<file path="src/rtl/beam_rbg_sequencer.sv">
// Per-symbol RE framing for the beam power calculator: counts the RE-valid stream,
// cuts it into RBGs and drives the calculator's sop/eop/rbg_load/index/symbol controls.
module beam_rbg_sequencer #(
    parameter int unsigned RE_PER_RB = 12,
    parameter int unsigned MAX_PRB   = 273,
    parameter int unsigned NSYMB     = 14
) (
    input  logic             i_clk,
    input  logic             i_reset_n,
    input  logic [1:0]       i_rbg_size,
    input  logic [8:0]       i_prb_num,
    input  logic [NSYMB-1:0] i_calc_mask,
    input  logic [3:0]       i_symb_idx,
    input  logic             i_symb_start,
    input  logic             i_re_vld,
    output logic             o_vld,
    output logic             o_sop,
    output logic             o_eop,
    output logic             o_rbg_load,
    output logic [7:0]       o_re_num,
    output logic [7:0]       o_rbg_num,
    output logic             o_symb_clr,
    output logic             o_symb_1st,
    output logic             o_err
);

    localparam int unsigned RE_W  = 8;
    localparam int unsigned SYM_W = $clog2(RE_PER_RB * MAX_PRB + 1);

    typedef enum logic [1:0] {
        ST_IDLE = 2'd0,
        ST_RUN  = 2'd1,
        ST_DONE = 2'd2
    } state_e;

    // Reset: asserts asynchronously, releases two clocks after i_reset_n rises
    logic rst_meta_q;
    logic rst_sync_n_q;

    always_ff @(posedge i_clk or negedge i_reset_n) begin
        if (!i_reset_n) begin
            rst_meta_q   <= 1'b0;
            rst_sync_n_q <= 1'b0;
        end else begin
            rst_meta_q   <= 1'b1;
            rst_sync_n_q <= rst_meta_q;
        end
    end

    state_e            state_q, state_d;
    logic [RE_W-1:0]   re_cnt_q, re_cnt_d;
    logic [RE_W-1:0]   rbg_cnt_q, rbg_cnt_d;
    logic [SYM_W-1:0]  sym_cnt_q, sym_cnt_d;
    logic [RE_W-1:0]   rbg_re_q, rbg_re_d;
    logic [SYM_W-1:0]  tot_re_q, tot_re_d;
    logic              vld_q, vld_d;
    logic              sop_q, sop_d;
    logic              eop_q, eop_d;
    logic              rbg_load_q, rbg_load_d;
    logic [RE_W-1:0]   re_num_q, re_num_d;
    logic [RE_W-1:0]   rbg_num_q, rbg_num_d;
    logic              symb_clr_q, symb_clr_d;
    logic              symb_1st_q, symb_1st_d;
    logic              err_q, err_d;

    // Start-time configuration decode
    logic [RE_W-1:0]   rbg_rb_c;
    logic [8:0]        prb_clamp_c;
    logic [RE_W-1:0]   rbg_re_start_c;
    logic [SYM_W-1:0]  tot_re_start_c;
    logic              start_ok_c;

    assign rbg_rb_c       = (i_rbg_size == 2'b00) ? RE_W'(4)
                          : (i_rbg_size == 2'b01) ? RE_W'(8) : RE_W'(16);
    assign prb_clamp_c    = (i_prb_num > 9'(MAX_PRB)) ? 9'(MAX_PRB) : i_prb_num;
    assign rbg_re_start_c = RE_W'(RE_PER_RB) * rbg_rb_c;
    assign tot_re_start_c = SYM_W'(RE_PER_RB) * SYM_W'(prb_clamp_c);
    assign start_ok_c     = (i_prb_num != 9'd0) && (32'(i_symb_idx) < NSYMB);

    always_comb begin
        state_d    = state_q;
        re_cnt_d   = re_cnt_q;
        rbg_cnt_d  = rbg_cnt_q;
        sym_cnt_d  = sym_cnt_q;
        rbg_re_d   = rbg_re_q;
        tot_re_d   = tot_re_q;
        vld_d      = 1'b0;
        sop_d      = 1'b0;
        eop_d      = 1'b0;
        rbg_load_d = 1'b0;
        re_num_d   = re_num_q;
        rbg_num_d  = rbg_num_q;
        symb_clr_d = 1'b0;
        symb_1st_d = symb_1st_q;
        err_d      = 1'b0;

        if (state_q == ST_DONE) begin
            state_d = ST_IDLE;
        end

        if (i_symb_start) begin
            // A start while running aborts the old symbol without an eop
            if (state_q == ST_RUN) begin
                err_d = 1'b1;
            end
            if (start_ok_c) begin
                state_d    = ST_RUN;
                re_cnt_d   = '0;
                rbg_cnt_d  = '0;
                sym_cnt_d  = '0;
                rbg_re_d   = rbg_re_start_c;
                tot_re_d   = tot_re_start_c;
                symb_clr_d = (i_symb_idx == 4'd0);
                symb_1st_d = i_calc_mask[i_symb_idx];
            end else begin
                state_d = ST_IDLE;
                err_d   = 1'b1;
            end
        end else if (i_re_vld) begin
            if (state_q == ST_RUN) begin
                vld_d      = 1'b1;
                sop_d      = (sym_cnt_q == '0);
                eop_d      = (sym_cnt_q == tot_re_q - SYM_W'(1));
                rbg_load_d = (re_cnt_q == '0);
                re_num_d   = re_cnt_q;
                rbg_num_d  = rbg_cnt_q;
                if (sym_cnt_q == tot_re_q - SYM_W'(1)) begin
                    state_d = ST_DONE;
                end else begin
                    sym_cnt_d = sym_cnt_q + SYM_W'(1);
                    if (re_cnt_q == rbg_re_q - RE_W'(1)) begin
                        re_cnt_d  = '0;
                        rbg_cnt_d = rbg_cnt_q + RE_W'(1);
                    end else begin
                        re_cnt_d = re_cnt_q + RE_W'(1);
                    end
                end
            end else begin
                err_d = 1'b1;
            end
        end
    end

    always_ff @(posedge i_clk or negedge rst_sync_n_q) begin
        if (!rst_sync_n_q) begin
            state_q    <= ST_IDLE;
            re_cnt_q   <= '0;
            rbg_cnt_q  <= '0;
            sym_cnt_q  <= '0;
            rbg_re_q   <= '0;
            tot_re_q   <= '0;
            vld_q      <= 1'b0;
            sop_q      <= 1'b0;
            eop_q      <= 1'b0;
            rbg_load_q <= 1'b0;
            re_num_q   <= '0;
            rbg_num_q  <= '0;
            symb_clr_q <= 1'b0;
            symb_1st_q <= 1'b0;
            err_q      <= 1'b0;
        end else begin
            state_q    <= state_d;
            re_cnt_q   <= re_cnt_d;
            rbg_cnt_q  <= rbg_cnt_d;
            sym_cnt_q  <= sym_cnt_d;
            rbg_re_q   <= rbg_re_d;
            tot_re_q   <= tot_re_d;
            vld_q      <= vld_d;
            sop_q      <= sop_d;
            eop_q      <= eop_d;
            rbg_load_q <= rbg_load_d;
            re_num_q   <= re_num_d;
            rbg_num_q  <= rbg_num_d;
            symb_clr_q <= symb_clr_d;
            symb_1st_q <= symb_1st_d;
            err_q      <= err_d;
        end
    end

    assign o_vld      = vld_q;
    assign o_sop      = sop_q;
    assign o_eop      = eop_q;
    assign o_rbg_load = rbg_load_q;
    assign o_re_num   = re_num_q;
    assign o_rbg_num  = rbg_num_q;
    assign o_symb_clr = symb_clr_q;
    assign o_symb_1st = symb_1st_q;
    assign o_err      = err_q;

endmodule

</file>
<file path="config.mk">
export PLATFORM = sky130hd
export DESIGN_NAME = beam_rbg_sequencer
export DESIGN_NICKNAME = d
export VERILOG_FILES = /design/src/rtl/beam_rbg_sequencer.sv
export SDC_FILE = /design/constraint.sdc
export NUM_CORES = 1
export LEC_CHECK = 0
export ABC_AREA = 1
export CAP_MARGIN = 40
export CELL_PAD_IN_SITES_DETAIL_PLACEMENT = 2
export CELL_PAD_IN_SITES_GLOBAL_PLACEMENT = 2
export CORE_MARGIN = 2
export CORE_UTILIZATION = 33
export DETAILED_ROUTE_END_ITERATION = 10
export PLACE_DENSITY = 0.85
export SLEW_MARGIN = 15
export SYNTH_ARGS = -nofsm -noshare
export SYNTH_HDL_FRONTEND = slang
export SYNTH_SLANG_ARGS = --single-unit
</file>
<file path="constraint.sdc">
create_clock -name i_clk -period 3 [get_ports i_clk]
set_clock_uncertainty 0.05 [all_clocks]
set_input_delay 0.75 -clock i_clk [delete_from_list [all_inputs] [get_ports i_clk]]
set_output_delay 0.75 -clock i_clk [all_outputs]
set_load 0.01 [all_outputs]
</file>
==> impl_metrics.py <==
metrics = {
    "status": {
        "outcome": "finished clean",
    },
    "layout": {
        "fin_cells": 808,
        "diodes": 0,
        "syn2layout_area_growth_pct": 29.2,
        "nets": 678,
        "final_cell_mix": "119 x nand2_1, 68 x dfrtp_1, 55 x clkdlybuf4s50_1, 52 x inv_1, 46 x nor2_1",
        "layout_commonest_cell": "nand2_1",
        "layout-drive-gt1-share_pct": 18.2,
    },
    "timing": {
        "period_minus_slack_ns": 2.94,
        "slew_headroom_pct": 64.3,
        "worstMarginPinSlew_ns": 0.536,
        "fmax_mhz": 340,
        "setup_viol": 0,
        "hold_ws_ns": 0.101,
        "period_share_pct": 98.1,
        "tns_ns": 0,
        "finalHoldViolCount": 0,
        "drv_slew": 0,
    },
    "floorplan": {
        "die_h_um": 118,
        "fp.dieW_um": 118,
        "ios": 56,
        "row_count": 41,
        "coreArea_um2": 12600,
        "die_area_um2": 13900,
        "start_util_pct": 33.9,
    },
    "setup_path": {
        "critical_path_required_ns": 3.18,
        "arrival_ns": 3.12,
        "path_class": "primary input to flip-flop",
        "cp-end-kind": "flip-flop",
        "crit_path_start_kind": "primary input",
        "critPathMaxFanout": 5,
        "r2r_cells": 13,
        "worstSetupStartpoint": "i_prb_num[3]",
        "reg2reg_from": "tot_re_q[2]",
    },
    "clock_tree": {
        "postCtsHoldBufs": 0,
        "cts_tree": "built",
        "clk_path_buf_depth": 2,
        "cts-root-buf": "clkbuf_16",
        "clk_latency_ns": 0.34,
        "clkSlewWorstSetupHoldPaths_ns": 0.06,
        "cts_buffers": 9,
        "htree_levels": 3,
        "clock-sinks": 69,
    },
    "routing": {
        "drt_iter0_markers": 148,
        "wl_per_cell_um": 18.8,
        "vias": 4124,
        "first_pass_iters": 4,
        "vias_per_cell": 5.10,
        "ant_nets": 0,
        "drcViolationCount": 0,
        "routed_wl_um": 15200,
    },
    "synthesis": {
        "async_reset_ff_share_pct": 100,
        "synth_area_per_cell_um2": 7.81,
        "synth_edf_count": 0,
        "synth_nets": 595,
        "ys.flop_type": "dfrtp_1",
        "synth_compound_area_share_pct": 11.5,
        "yosysSeqAreaShare_pct": 40.3,
        "synth_top_family_by_area": "simple AND/OR/NAND/NOR gates",
        "ys_ff_latch": 69,
        "synth-adder-area-share_pct": 4.09,
        "synth.area.mux_share_pct": 0,
        "synth_warnings": 0,
        "synth_xor_xnor_area_share_pct": 7.28,
        "synth_area_um2": 4280,
        "syn_inst": 548,
        "yosys.area_share.simple_pct": 29.0,
        "synthDistinctLibCells": 45,
    },
    "global_route": {
        "antenna_found_initial": 0,
        "grt_pass1_vias": 4831,
        "overflow": 0,
        "grt_max_degree": 35,
        "grtUsageTotal_pct": 22.7,
        "grt_pass1_wl_um": 25000,
    },
    "place": {
        "dp_hpwl_um": 11100,
        "gp_congestion": 0.834,
        "placed_cells_incl_taps": 791,
        "port_buffers": 55,
    },
    "flow_run": {
        "drv_cap": 0,
    },
    "power": {
        "ir_worst_vdd_uv": 228,
        "powerDensity_nw_per_um2": 477,
        "p_leak_nw": 2.55,
    },
    "hold_path": {
        "hp-class": "flip-flop to asynchronous set/reset pin",
    },
}
## critical path, stage by stage
cell             delay [ns]
clkdlybuf4s50_1        0.46
inv_1                  0.11
nand3_1                0.15
nand3_4                0.14
nand2_4                0.06
or2_2                  0.29
ha_1                   0.31
a21oi_2                0.18
nor2_1                 0.08
a211oi_2               0.23
nand3_1                0.17
nand3_1                0.13
nand2_1                0.06
## synth_stat cells (2+ instances only)
master,number,area (µm²)
or2_2,8,50.1
inv_1,53,199
nand2_1,122,458
nor3_1,14,70.1
a31oi_1,2,12.5
nor3b_1,2,15.0
o22ai_1,5,31.3
nand2_4,3,33.8
nor4_1,4,25.0
o21ai_0,28,140
xnor2_1,9,78.8
inv_2,10,37.5
nor2_1,49,184
a21oi_1,6,30.0
nor2_2,4,25.0
nand3_1,39,195
dfrtp_1,69,1730
nand4_1,10,62.6
o21ai_2,16,140
clkbuf_1,10,37.5
a21o_1,2,15.0
buf_6,4,45.0
nand2_2,11,68.8
ha_1,14,175
o21ai_1,10,50.1
xor2_1,24,210
nand3_2,2,20.0
## repair_timing
action | CTS | global route
resized for setup | 2 | 13
pin swaps | 0 | 6
endpoints found under the setup margin | 2 | 4
cloned | 0 | 0
buffers inserted | 0 | 1
endpoints found under the hold margin | 0 | 0
## worst paths after layout
check,endpoint,slack (ns)
worst min-delay path,sym_cnt_q[8],0.10
min in group i_clk,rst_sync_n_q,0.31
max in group asynchronous,re_cnt_q[6],2.04
worst min register to register,sym_cnt_q[8],0.10
worst max register to register,sym_cnt_q[5],0.39
worst max-delay path,tot_re_q[10],0.06
## layout make-up
type,instances,area [µm²]
repair buffers,88,798
clock inverters,4,25.0
inverters,64,240
clock buffers,12,246
multi-input cells,399,2280
flip-flops and latches,69,1730
fillers,1445,7090
well taps,172,215
## state kept, by name, indices dropped and copies added (netlist names), 2 cells and up
name and cells:
sym_cnt_q 12, tot_re_q 10, o_rbg_num 8, o_re_num 8, rbg_cnt_q 8, re_cnt_q 8, rbg_re_q 4, state_q 2
## through the flow
stage	util, %	total power [W]	cell area (µm²)	worst slack (ns)
final	43.8	0.00264	5530	0.0578
after global routing	43.8	0.00276	5530	-0.0686
after CTS	43.4	0.00265	5480	0.0361
after detailed placement	41.2	0.00163	5200	-0.312
after global placement	41.2	0.00158	5200	-0.0282
after floorplan	-	0.00139	4280	0.368
## kinds of logic after synthesis
| kind of cell | Yosys count |
|---|---|
| AO/OA/AOI/OAI | 78 |
| XOR/XNOR | 34 |
| adder cells (fa/ha/maj) | 14 |
| buffers and inverters | 80 |
| flip-flops | 69 |
| other | 1 |
| AND/OR/NAND/NOR | 272 |
## power breakdown
group	switching, W	internal (W)
Clock	0.000415	0.000580
Sequential	0.0000601	0.000995
Combinational	0.000345	0.000246
## per-layer routing
layer | wire length, µm | GRT usage (%)
met5 | 0 | 0
met4 | 314 | 7.76
met3 | 332 | 3.59
met2 | 8400 | 43.5
met1 | 6150 | 25.1
No activity file was read; power rests on OpenSTA's default activity.
==> RTL change 1: new RTL, same flow settings <==
The output `o_vld` loses its register stage (`vld_q` becomes a continuous assignment).
--- a/src/rtl/beam_rbg_sequencer.sv
+++ b/src/rtl/beam_rbg_sequencer.sv
@@ -149,7 +149,6 @@
             sym_cnt_q  <= '0;
             rbg_re_q   <= '0;
             tot_re_q   <= '0;
-            vld_q      <= 1'b0;
             sop_q      <= 1'b0;
             eop_q      <= 1'b0;
             rbg_load_q <= 1'b0;
@@ -165,7 +164,6 @@
             sym_cnt_q  <= sym_cnt_d;
             rbg_re_q   <= rbg_re_d;
             tot_re_q   <= tot_re_d;
-            vld_q      <= vld_d;
             sop_q      <= sop_d;
             eop_q      <= eop_d;
             rbg_load_q <= rbg_load_d;
@@ -176,6 +174,8 @@
             err_q      <= err_d;
         end
     end
+
+    assign vld_q = vld_d;
 
     assign o_vld      = vld_q;
     assign o_sop      = sop_q;
Behaviour: not the same (a bounded check fails within 4 cycles, from zero or initial values and one cycle with i_reset_n low).
==> RTL change 1 against the original RTL <==
Design area grew 1.0%. Routed wire length grew 6.3%. Power grew 13%. Setup slack lost 30 ps. Worst hold slack gained 150 ps. Synthesized area shrank 0.58%. Sequential cell count shrank 1. Critical path type is now primary input to output pin. Largest power group is now the clock network.
==> RTL change 1: results <==
set metrics [dict create \
    path_max_fanout 2 \
    grt_start_max_net_pins 38 \
    dp_hpwl_um 11000 \
    path_clk_slew_ps 60 \
    min_path_type "flip-flop to async pin" \
    critPathArrivalTime_ps 2170 \
    synth_cell_type_count 45 \
    synthTopCellsByArea "dfrtp_1 (40%), nand2_1 (11%), xor2_1 (4.9%)" \
    ir_drop_v 0.000321 \
    layout-drive-gt1-share_pct 18.0 \
    maxSlewHeadroom_pct 64.6 \
    diodes 0 \
    clk_path_buf_depth 2 \
    yosysSeqAreaShare_pct 40.0 \
    drt_iter0_markers 164 \
    htree_levels 3 \
    drtPass1Iterations 4 \
    wl_um 16100 \
    num_vias 4220 \
    top_regs "sym_cnt_q: 12 flops, tot_re_q: 10 flops" \
    synth_nets 594 \
    clk_latency_ps 350 \
    cts_buffers 9 \
    p_leak_uw 0.00259 \
    dp_cells 791 \
    n_fill_cell 1444 \
    async_flop_share_pct 100 \
    syn_avg_cell_area_um2 7.78 \
    cp_slowest_cell "clkdlybuf4s50_1" \
    grtUsageTotal_pct 24.2 \
    post-place-ws_ps -288 \
    gp_congestion 0.808 \
    io_buffers 55 \
    grt_pass1_wl_um 26500 \
    crit_family "buffers and inverters" \
    final_net_count 678 \
    synthTopCellsByCount "nand2_1 (122), dfrtp_1 (68), inv_1 (53)" \
    antenna_found_initial 1 \
    clock-root-buffer "clkbuf_16" \
    outcome "finished, final reports clean" \
    grt_pass1_vias 4778 \
    stdcell_count 807 \
    slowest_delay_ps 560 \
    yosysWarningCount 0 \
]
[RTL change 1: cell type report]
type                       count  area (um2)  share of cell area [%]
clock buffer                   9         225                    4.03
clock inverter                 6         136                    2.44
inverter                      64         240                    4.30
multi-input combinational    399        2250                    40.3
sequential                    68        1700                    30.5
tap                          172         215                    3.85
timing repair buffer          89         817                    14.6
[RTL change 1: metal layers]
metal  track usage (%)  part of all wire [%]  vias to the layer above
li1                  -                     -                     1944
met1              27.1                    40                     2147
met5                 0                 0.081                        -
met3              5.67                   2.9                       47
met4              8.81                   3.4                        2
met2              44.7                    53                       80
[RTL change 1: worst paths after layout]
path                               from            end  slack (ps)  cells after the start
max                        i_symb_start          o_vld          30                      5
min                        rst_sync_n_q   sym_cnt_q[2]         250                      1
max reg2reg                sym_cnt_q[0]  sym_cnt_q[10]         370                     12
min reg2reg                rst_sync_n_q   sym_cnt_q[2]         250                      1
max in group asynchronous  rst_sync_n_q   o_rbg_num[2]        2090                      2
min in group i_clk           rst_meta_q   rst_sync_n_q         320                      0
[RTL change 1: metrics by stage]
stage / hold WS [ps] / cell area (um2) / utilization [%] / total power (uW)
5_1_grt: 298 / 5590 / 44.3 / 3100
3_5_place_dp: 258 / 5190 / 41.1 / 1620
2_1_floorplan: 281 / 4260 / - / 1380
3_3_place_gp: 288 / 5170 / 41.0 / 1570
4_1_cts: 276 / 5550 / 44.0 / 2990
6_report: 249 / 5590 / 44.3 / 2980
[RTL change 1: kinds of logic (layout without fill, tap and decap cells)]
group	count (synthesis)	after routing	synth area share, %
xor+xnor	34	34	7.32
other cells	1	1	0.0881
simple gates	272	272	29.2
compound gates	78	78	11.5
buf+inv	80	168	7.79
fa+ha+maj	14	14	4.12
flops	68	68	40.0
[RTL change 1: repair_timing]
item / in CTS / in global routing
buffers inserted: 0 / 1
gates resized for setup: 1 / 8
hold endpoints to repair: 0 / 0
pin swaps: 0 / 3
endpoints found under the setup margin: 1 / 5
[RTL change 1: worst register-to-register path, cell delays in order (launching register included)]
cell	delay [ps]
dfrtp_1	460
ha_1	350
o21ai_0	140
a21oi_1	150
o211ai_1	110
nor2_1	120
nand2_1	130
nor2_4	150
nand2_4	100
nand2_4	120
nand2_4	300
nand2_1	230
nand2_1	100
[RTL change 1: where the power goes]
part           total [uW]  internal [uW]  switching [uW]
Combinational         604            247             357
Clock                1330            895             440
Sequential           1040            981            62.3
Total                2980           2120             858
==> RTL change 2: new RTL, config.mk and constraints unchanged <==
Without the edit above. The parameter `NSYMB` goes from 14 to 28.
--- a/src/rtl/beam_rbg_sequencer.sv
+++ b/src/rtl/beam_rbg_sequencer.sv
@@ -3,7 +3,7 @@
 module beam_rbg_sequencer #(
     parameter int unsigned RE_PER_RB = 12,
     parameter int unsigned MAX_PRB   = 273,
-    parameter int unsigned NSYMB     = 14
+    parameter int unsigned NSYMB     = 28
 ) (
     input  logic             i_clk,
     input  logic             i_reset_n,
Ports: changed (resized i_calc_mask); port bits go from 56 to 70. No check against the original RTL was run, so the function may have changed too.
==> RTL change 2 against the original RTL <==
Core utilization is 2.0 points higher. Worst hold slack better by 150 ps. Synthesized area is 5.7% higher. Routed wire length is 24% higher. Power is 11% higher. Setup slack better by 22 ps. Sequential cell count stayed put. First-iteration DRC count is 68% higher. Design area is 10% higher. Critical path type unchanged. Largest cell class unchanged.
==> RTL change 2: results <==
set metrics [dict create \
    maxSlewHeadroom_pct 56.1 \
    seqPwrFrac_pct 36.2 \
    top_regs "sym_cnt_q: 12 flops, tot_re_q: 10 flops" \
    drt_iter0_markers 248 \
    post-place-ws_ps -685 \
    layout-drive-gt1-share_pct 18.5 \
    cts_setup_buffers 3 \
    p_leak_uw 0.00291 \
    grt_pass1_vias 5576 \
    stdcell_count 904 \
    gp_congestion 0.813 \
    synth_compound_area_share_pct 11.3 \
    drtPass1Iterations 4 \
    synthTopCellsByArea "dfrtp_1 (38%), nand2_1 (14%), inv_1 (6.9%)" \
    final_net_count 786 \
    p_sw_share_pct 32.2 \
    dp_hpwl_um 12600 \
    crit_family "buffers and inverters" \
    path_max_fanout 4 \
    syn_avg_cell_area_um2 7.28 \
    synth_nets 685 \
    yosysSeqAreaShare_pct 38.2 \
    reg2reg_slack_ps 430 \
    grt_start_max_net_pins 36 \
    synthXorXnorAreaFrac_pct 4.64 \
    outcome "finished, final reports clean" \
    routedWlPerCell_um 20.8 \
    synth_cell_type_count 37 \
    synthTopCellsByCount "nand2_1 (163), inv_1 (83), dfrtp_1 (69)" \
    grt_pass1_wl_um 29700 \
    cts_resized 20 \
    num_vias 4778 \
    power_frac_clock_pct 40.6 \
    synthAdderAreaFrac_pct 4.59 \
    n_fill_cell 1516 \
    ir_drop_v 0.000279 \
    power_density_nw_per_um2 482 \
    grtUsageTotal_pct 26.4 \
    dp_cells 881 \
    whs_ps 246 \
    slowest_delay_ps 410 \
    max_freq_mhz 342 \
    io_buffers 57 \
    critPathArrivalTime_ps 3110 \
    async_flop_share_pct 100 \
    clk_latency_ps 360 \
]
RTL change 2: stage by stage:
step | util, % | setup TNS, ps | area (um2)
after global placement | 41.7 | -2050 | 5540
after floorplan | - | 0 | 4530
after global routing | 45.9 | -70.4 | 6100
after CTS | 44.6 | 0 | 5930
final | 45.9 | 0 | 6100
after detailed placement | 41.7 | -4000 | 5540
RTL change 2: final cells by class:
| type | count | area share (%) |
|---|---|---|
| Clock buffer | 10 | 3.75 |
| Sequential cell | 69 | 28.3 |
| Inverter | 86 | 5.29 |
| Multi-Input combinational cell | 451 | 41.9 |
| Timing Repair Buffer | 106 | 15.7 |
| Tap cell | 176 | 3.61 |
| Clock inverter | 6 | 1.46 |
RTL change 2: cell families after synthesis:
logic type | after synthesis
buf+inv | 102
flops | 69
fa+ha+maj | 16
compound gates | 83
xor+xnor | 24
simple gates | 327
other cells | 1
RTL change 2: path summary, 6_finish.rpt:
| kind | start | end | cells after the start |
|---|---|---|---|
| worst min-delay path | rst_sync_n_q | o_rbg_num[0] | 0 |
| worst min register to register | rst_sync_n_q | o_rbg_num[0] | 0 |
| worst max-delay path | i_prb_num[5] | tot_re_q[11] | 15 |
| max in group asynchronous | rst_sync_n_q | sym_cnt_q[5] | 1 |
| worst max register to register | tot_re_q[2] | re_cnt_q[6] | 13 |
| min in group i_clk | rst_meta_q | rst_sync_n_q | 0 |
RTL change 2: worst register-to-register path, delay by kind of cell, from the launching register on:
kind | cells | cell delay, ps
compound gates | 1 | 70
fa+ha+maj | 1 | 260
buf+inv | 1 | 170
flops | 1 | 460
simple gates | 10 | 1440
RTL change 2: per-layer routing:
layer	routed length [um]	track usage, %	vias to the layer above
met3	580	3.81	37
met2	10300	48.5	113
met1	7370	29.6	2429
met4	575	12.7	0
met5	0	0	-
li1	-	-	2199
